### config.mk
export PLATFORM = sky130hd
export DESIGN_NAME = coin_acceptor
export DESIGN_NICKNAME = d
export VERILOG_FILES = /design/src/rtl/coin_acceptor.sv
export SDC_FILE = /design/constraint.sdc
export NUM_CORES = 1
export LEC_CHECK = 0
export ABC_AREA = 1
export BUFFER_PORTS_ARGS = -buffer_cell sky130_fd_sc_hd__buf_2
export CAP_MARGIN = 10
export CORE_MARGIN = 8
export CORE_UTILIZATION = 30
export DETAILED_ROUTE_END_ITERATION = 10
export PLACE_DENSITY = 0.48
export SETUP_SLACK_MARGIN = 0.15
export SYNTH_ARGS = -nofsm -noshare
export SYNTH_HDL_FRONTEND = slang
export SYNTH_SLANG_ARGS = --single-unit
### constraint.sdc
create_clock -name clk -period 1.4 [get_ports clk]
set_input_delay 0.21 -clock clk [delete_from_list [all_inputs] [get_ports clk]]
set_output_delay 0.21 -clock clk [all_outputs]
set_load 0.05 [all_outputs]
### src/rtl/coin_acceptor.sv
// Coin-sensor front end: synchronises and debounces three raw coin lines and turns
// each clean insertion into one isolated, prioritised moneda pulse for the vending FSM.
module coin_acceptor #(
  parameter int DEBOUNCE_CYCLES = 16,
  parameter int MIN_GAP         = 4
) (
  input  logic       clk,
  input  logic       reset,
  input  logic       coin2_raw,
  input  logic       coin3_raw,
  input  logic       coin4_raw,
  input  logic       accept_en,
  output logic [1:0] moneda,
  output logic [2:0] pending,
  output logic       coin_lost,
  output logic [1:0] dbg_state_o
);

  localparam int CW = $clog2(DEBOUNCE_CYCLES);
  localparam int GW = (MIN_GAP > 1) ? $clog2(MIN_GAP) : 1;
  localparam logic [CW-1:0] CNT_LAST = CW'(DEBOUNCE_CYCLES - 1);
  localparam logic [GW-1:0] GAP_LOAD = GW'(MIN_GAP - 1);

  typedef enum logic [1:0] {
    IDLE = 2'd0,
    EMIT = 2'd1,
    GAP  = 2'd2
  } state_t;

  logic [2:0]    raw;
  logic [2:0]    s1_q, s2_q, lvl_q;
  logic [CW-1:0] cnt_q [3];
  logic [2:0]    rise;

  state_t        state_q;
  logic [GW-1:0] gap_q;
  logic [2:0]    grant;
  logic [1:0]    code;
  logic [2:0]    pending_d;

  assign raw         = {coin4_raw, coin3_raw, coin2_raw};
  assign dbg_state_o = state_q;

  always_ff @(posedge clk or negedge reset) begin
    if (!reset) begin
      s1_q  <= '0;
      s2_q  <= '0;
      lvl_q <= '0;
      for (int i = 0; i < 3; i++) cnt_q[i] <= '0;
    end else begin
      s1_q <= raw;
      s2_q <= s1_q;
      for (int i = 0; i < 3; i++) begin
        if (s2_q[i] == lvl_q[i]) begin
          cnt_q[i] <= '0;
        end else if (cnt_q[i] == CNT_LAST) begin
          cnt_q[i] <= '0;
          lvl_q[i] <= ~lvl_q[i];
        end else begin
          cnt_q[i] <= cnt_q[i] + 1'b1;
        end
      end
    end
  end

  // A rising event is the edge on which a low debounced level is about to toggle.
  always_comb begin
    rise = '0;
    for (int i = 0; i < 3; i++) begin
      rise[i] = !lvl_q[i] && s2_q[i] && (cnt_q[i] == CNT_LAST);
    end
  end

  // Handshake: accept_en is looked at only while IDLE; once a coin is selected its
  // one-cycle moneda pulse and the following quiet gap always run to completion.
  always_comb begin
    grant = '0;
    code  = 2'b00;
    if (state_q == IDLE && accept_en) begin
      if (pending[2]) begin
        grant = 3'b100;
        code  = 2'b11;
      end else if (pending[1]) begin
        grant = 3'b010;
        code  = 2'b10;
      end else if (pending[0]) begin
        grant = 3'b001;
        code  = 2'b01;
      end
    end
    pending_d = (pending & ~grant) | rise;
  end

  always_ff @(posedge clk or negedge reset) begin
    if (!reset) begin
      state_q   <= IDLE;
      gap_q     <= '0;
      moneda    <= 2'b00;
      pending   <= 3'b000;
      coin_lost <= 1'b0;
    end else begin
      pending <= pending_d;
      if (|(rise & pending & ~grant)) coin_lost <= 1'b1;
      case (state_q)
        IDLE: begin
          moneda <= code;
          if (|grant) state_q <= EMIT;
        end
        EMIT: begin
          moneda  <= 2'b00;
          gap_q   <= GAP_LOAD;
          state_q <= (MIN_GAP == 1) ? IDLE : GAP;
        end
        GAP: begin
          // The IDLE cycle that follows supplies the last quiet cycle of the gap.
          moneda <= 2'b00;
          gap_q  <= gap_q - 1'b1;
          if (gap_q == GW'(1)) state_q <= IDLE;
        end
        default: begin
          moneda  <= 2'b00;
          state_q <= IDLE;
        end
      endcase
    end
  end

endmodule

==> flow_metrics.py <==
metrics = {
    "timing": {
        "setup-tns-final_ns": 0,
        "slew_headroom_pct": 73.9,
        "finalClockSkew_ns": 0.00232,
        "fin_crit_ns": 1.26,
        "hold-worst-slack_ns": 0.0343,
        "slew_viol_final": 0,
        "setup_viol": 0,
        "fmax_mhz": 796,
        "grt_setup_unrepaired": "yes",
        "period_share_pct": 89.8,
        "tightest_slew_ns": 0.391,
        "fin_ws_ns": 0.143,
        "finalHoldViolCount": 0,
    },
    "status": {
        "status": "finished, final reports clean",
    },
    "global_route": {
        "gr-usage-all-layers_pct": 8.08,
        "antenna_found_initial": 0,
        "grt_pass1_wl_um": 3960,
        "first_global_vias": 908,
        "grt_max_degree": 17,
        "overflow": 0,
    },
    "setup_path": {
        "slowest_delay_ns": 0.43,
        "path_buf_inv": 2,
        "ff2ff_setup_slack_ns": 0.14,
        "worst_setup_path_start_kind": "flip-flop",
        "crit_chain": "inv_4, ha_4, nand2_4, buf_4, nand2_1, nor2_1, nor2_1, nand3_1",
        "cp_data_required_time_ns": 1.56,
        "reg2regPathDepth": 8,
        "crit_cells": 8,
        "cp-end-kind": "flip-flop",
        "endpoint": "coin_lost$_DFFE_PN0P_",
        "rr_startpoint": "dbg_state_o[0]$_DFFE_PN0P_",
        "rr_endpoint": "coin_lost$_DFFE_PN0P_",
        "cp_max_fo": 4,
        "crit_start": "dbg_state_o[0]$_DFFE_PN0P_",
        "criticalPathCategory": "flip-flop to flip-flop",
        "crit_family": "flip-flops",
        "critPathSlowestCell": "dfrtp_2",
        "cp_common_cell": "nor2_1",
        "crit_arrival_ns": 1.42,
    },
    "power_and_ir_drop": {
        "p_int_mw": 1.81,
        "pwr-share-comb_pct": 31.7,
        "peakVddDrop_v": 0.000474,
        "p_seq_share_pct": 40.2,
        "p_switching_mw": 0.901,
        "cellPowerDensity_nw_per_um2": 1610,
        "p_clk_share_pct": 28.1,
        "swShare_pct": 33.3,
        "p_leak_nw": 0.865,
    },
    "placed_design": {
        "post-place-ws_ns": 0.102,
        "port_buffers": 13,
        "place_area_um2": 1500,
        "globalplace.congestion": 0.702,
        "dp_hpwl_um": 1650,
    },
    "floorplan": {
        "rows": 24,
        "io_pins": 14,
        "die-area_um2": 6750,
        "die_w_um": 82.2,
        "start_util_pct": 30.6,
        "core_area_um2": 4290,
        "die_h_um": 82.2,
    },
    "synthesis": {
        "syn_inst": 131,
        "synth.distinct_cells": 14,
        "synth.avg_cell_area_um2": 10.0,
        "synth_top_family_by_area": "simple AND/OR/NAND/NOR gates",
        "syn-cell-area_um2": 1310,
        "synthXorXnorAreaFrac_pct": 4.00,
        "ys_ff_latch": 31,
        "syn-num-nets": 147,
        "synthSimpleGateAreaFrac_pct": 17.4,
        "synth_compound_area_share_pct": 4.57,
        "synth_mux_area_share_pct": 0,
        "synthAdderAreaFrac_pct": 9.52,
        "yosys_warnings": 0,
        "ys_seq_area_share_pct": 59.0,
    },
    "layout": {
        "nFillCells": 403,
        "drive_above_1_share_pct": 26.7,
        "diodes": 0,
        "fin_area_um2": 1680,
        "nNetsFinal": 176,
        "area_growth_pct": 28.1,
    },
    "routing": {
        "final_antenna_net_count": 0,
        "drc": 0,
        "drt-wirelength-per-cell_um": 10.5,
        "num_vias": 891,
        "dr.pass1.iters": 4,
        "wl_um": 2240,
        "viasPerCell": 4.18,
        "initialDrtViolationCount": 60,
    },
    "clock_network": {
        "root_buffer": "clkbuf_8",
        "cts.sinks": 31,
        "h-tree-depth": 2,
        "cts_buffer_depth": 2,
        "clk_pin_slew_worst_paths_ns": 0.06,
        "cts_inserted_buffers": 5,
        "clk-insertion-delay-late_ns": 0.28,
        "cts_tree": "yes",
    },
    "min_path": {
        "hold_path_class": "input pin to flip-flop",
    },
    "job": {
        "maxCapViolations": 0,
    },
}
## state kept, by name (all words and copies together), names as in the netlist
signal / count
pending: 3
dbg_state_o: 2
s2_q: 3
gap_q: 2
moneda: 2
lvl_q: 3
coin_lost: 1
s1_q: 3
cnt_q: 12
## metrics by stage
step,cells,power (mW),utilization (%)
after floorplan,131,1.66,-
after global placement,197,1.82,34.9
after detailed placement,197,1.85,34.9
after CTS,211,2.72,38.3
after global routing,213,2.92,39.2
final,213,2.71,39.2
## cells by family after synthesis
logic type | count (synthesis)
AOI/OAI and AO/OA | 11
xor gates and xnor gates | 6
adders and majority gates | 10
buffers and inverters | 19
DFF | 31
and+or+nand+nor | 54
## layer usage
layer	GRT usage [%]	vias to the layer above	share of wire (%)
li1	-	463	-
met1	8.91	404	47
met2	11.8	18	43
met3	4.44	6	7.5
met4	5.26	0	2.6
met5	0	-	0
## layout make-up
type	instances	area, um^2	share of cell area [%]
repair buffers	22	150	8.92
inverters	19	73.8	4.39
well taps	52	65.1	3.87
flip-flops and latches	31	779	46.3
multi-input cells	81	514	30.6
clock buffers	8	100	5.95
## cell usage after synthesis (all sizes together)
master | count | area share (%)
dfrtp | 31 | 59
nand3 | 9 | 3.4
or2 | 2 | 0.95
nand2 | 19 | 6.0
a21oi | 2 | 0.76
nor2 | 24 | 7.0
xor2 | 6 | 4.0
o21ai | 7 | 2.7
o21a | 2 | 1.1
inv | 19 | 5.4
ha | 10 | 9.5
## layout by cell type, fill, tap and decap left out
| cell | instances |
|---|---|
| o21ai_1 | 1 |
| o21a_1 | 2 |
| nand2_2 | 3 |
| dfrtp_1 | 28 |
| or2_2 | 1 |
| inv_1 | 17 |
| or2_1 | 1 |
| nor2_2 | 1 |
| buf_2 | 12 |
| inv_2 | 1 |
| buf_4 | 7 |
| nand2_1 | 15 |
| nand3_1 | 9 |
| buf_12 | 1 |
| clkbuf_8 | 7 |
| dfrtp_2 | 3 |
| a21oi_1 | 2 |
| clkbuf_1 | 1 |
| nor2_1 | 21 |
| xor2_1 | 6 |
| nor2_4 | 2 |
| ha_4 | 2 |
| inv_4 | 1 |
| ha_1 | 8 |
| nand2_4 | 1 |
| dlygate4sd3_1 | 1 |
| o21ai_0 | 6 |
| clkbuf_4 | 1 |
## power groups by stage
stage                     clock, mW  combinational (mW)  sequential [mW]
after global placement            0               0.719             1.11
after detailed placement          0               0.729             1.12
after CTS                     0.796               0.829             1.09
after floorplan                   0               0.409             1.25
final                         0.761               0.859             1.09
after global routing          0.843               0.971             1.11
## what timing repair did
item                                   CTS  global route
hold buffers                             1             0
pin swaps                                3             3
resized for setup                        0             7
endpoints found under the hold margin   15             0
setup buffers                            5             2
setup endpoints to repair                2             6
## worst min path at each step
stage | slack [ns] | cells past startpoint | endpoint | startpoint
2_1_floorplan | -0.09 | 0 | cnt_q[0]$_DFF_PN0_ | reset
3_3_place_gp | 0.15 | 1 | s1_q[2]$_DFF_PN0_ | reset
3_5_place_dp | 0.16 | 1 | s1_q[2]$_DFF_PN0_ | reset
4_1_cts | 0.02 | 1 | s1_q[0]$_DFF_PN0_ | coin2_raw
5_1_grt | 0.01 | 1 | s1_q[2]$_DFF_PN0_ | coin4_raw
6_report | 0.03 | 1 | s1_q[0]$_DFF_PN0_ | coin2_raw
No activity file was read; power rests on OpenSTA's default activity.
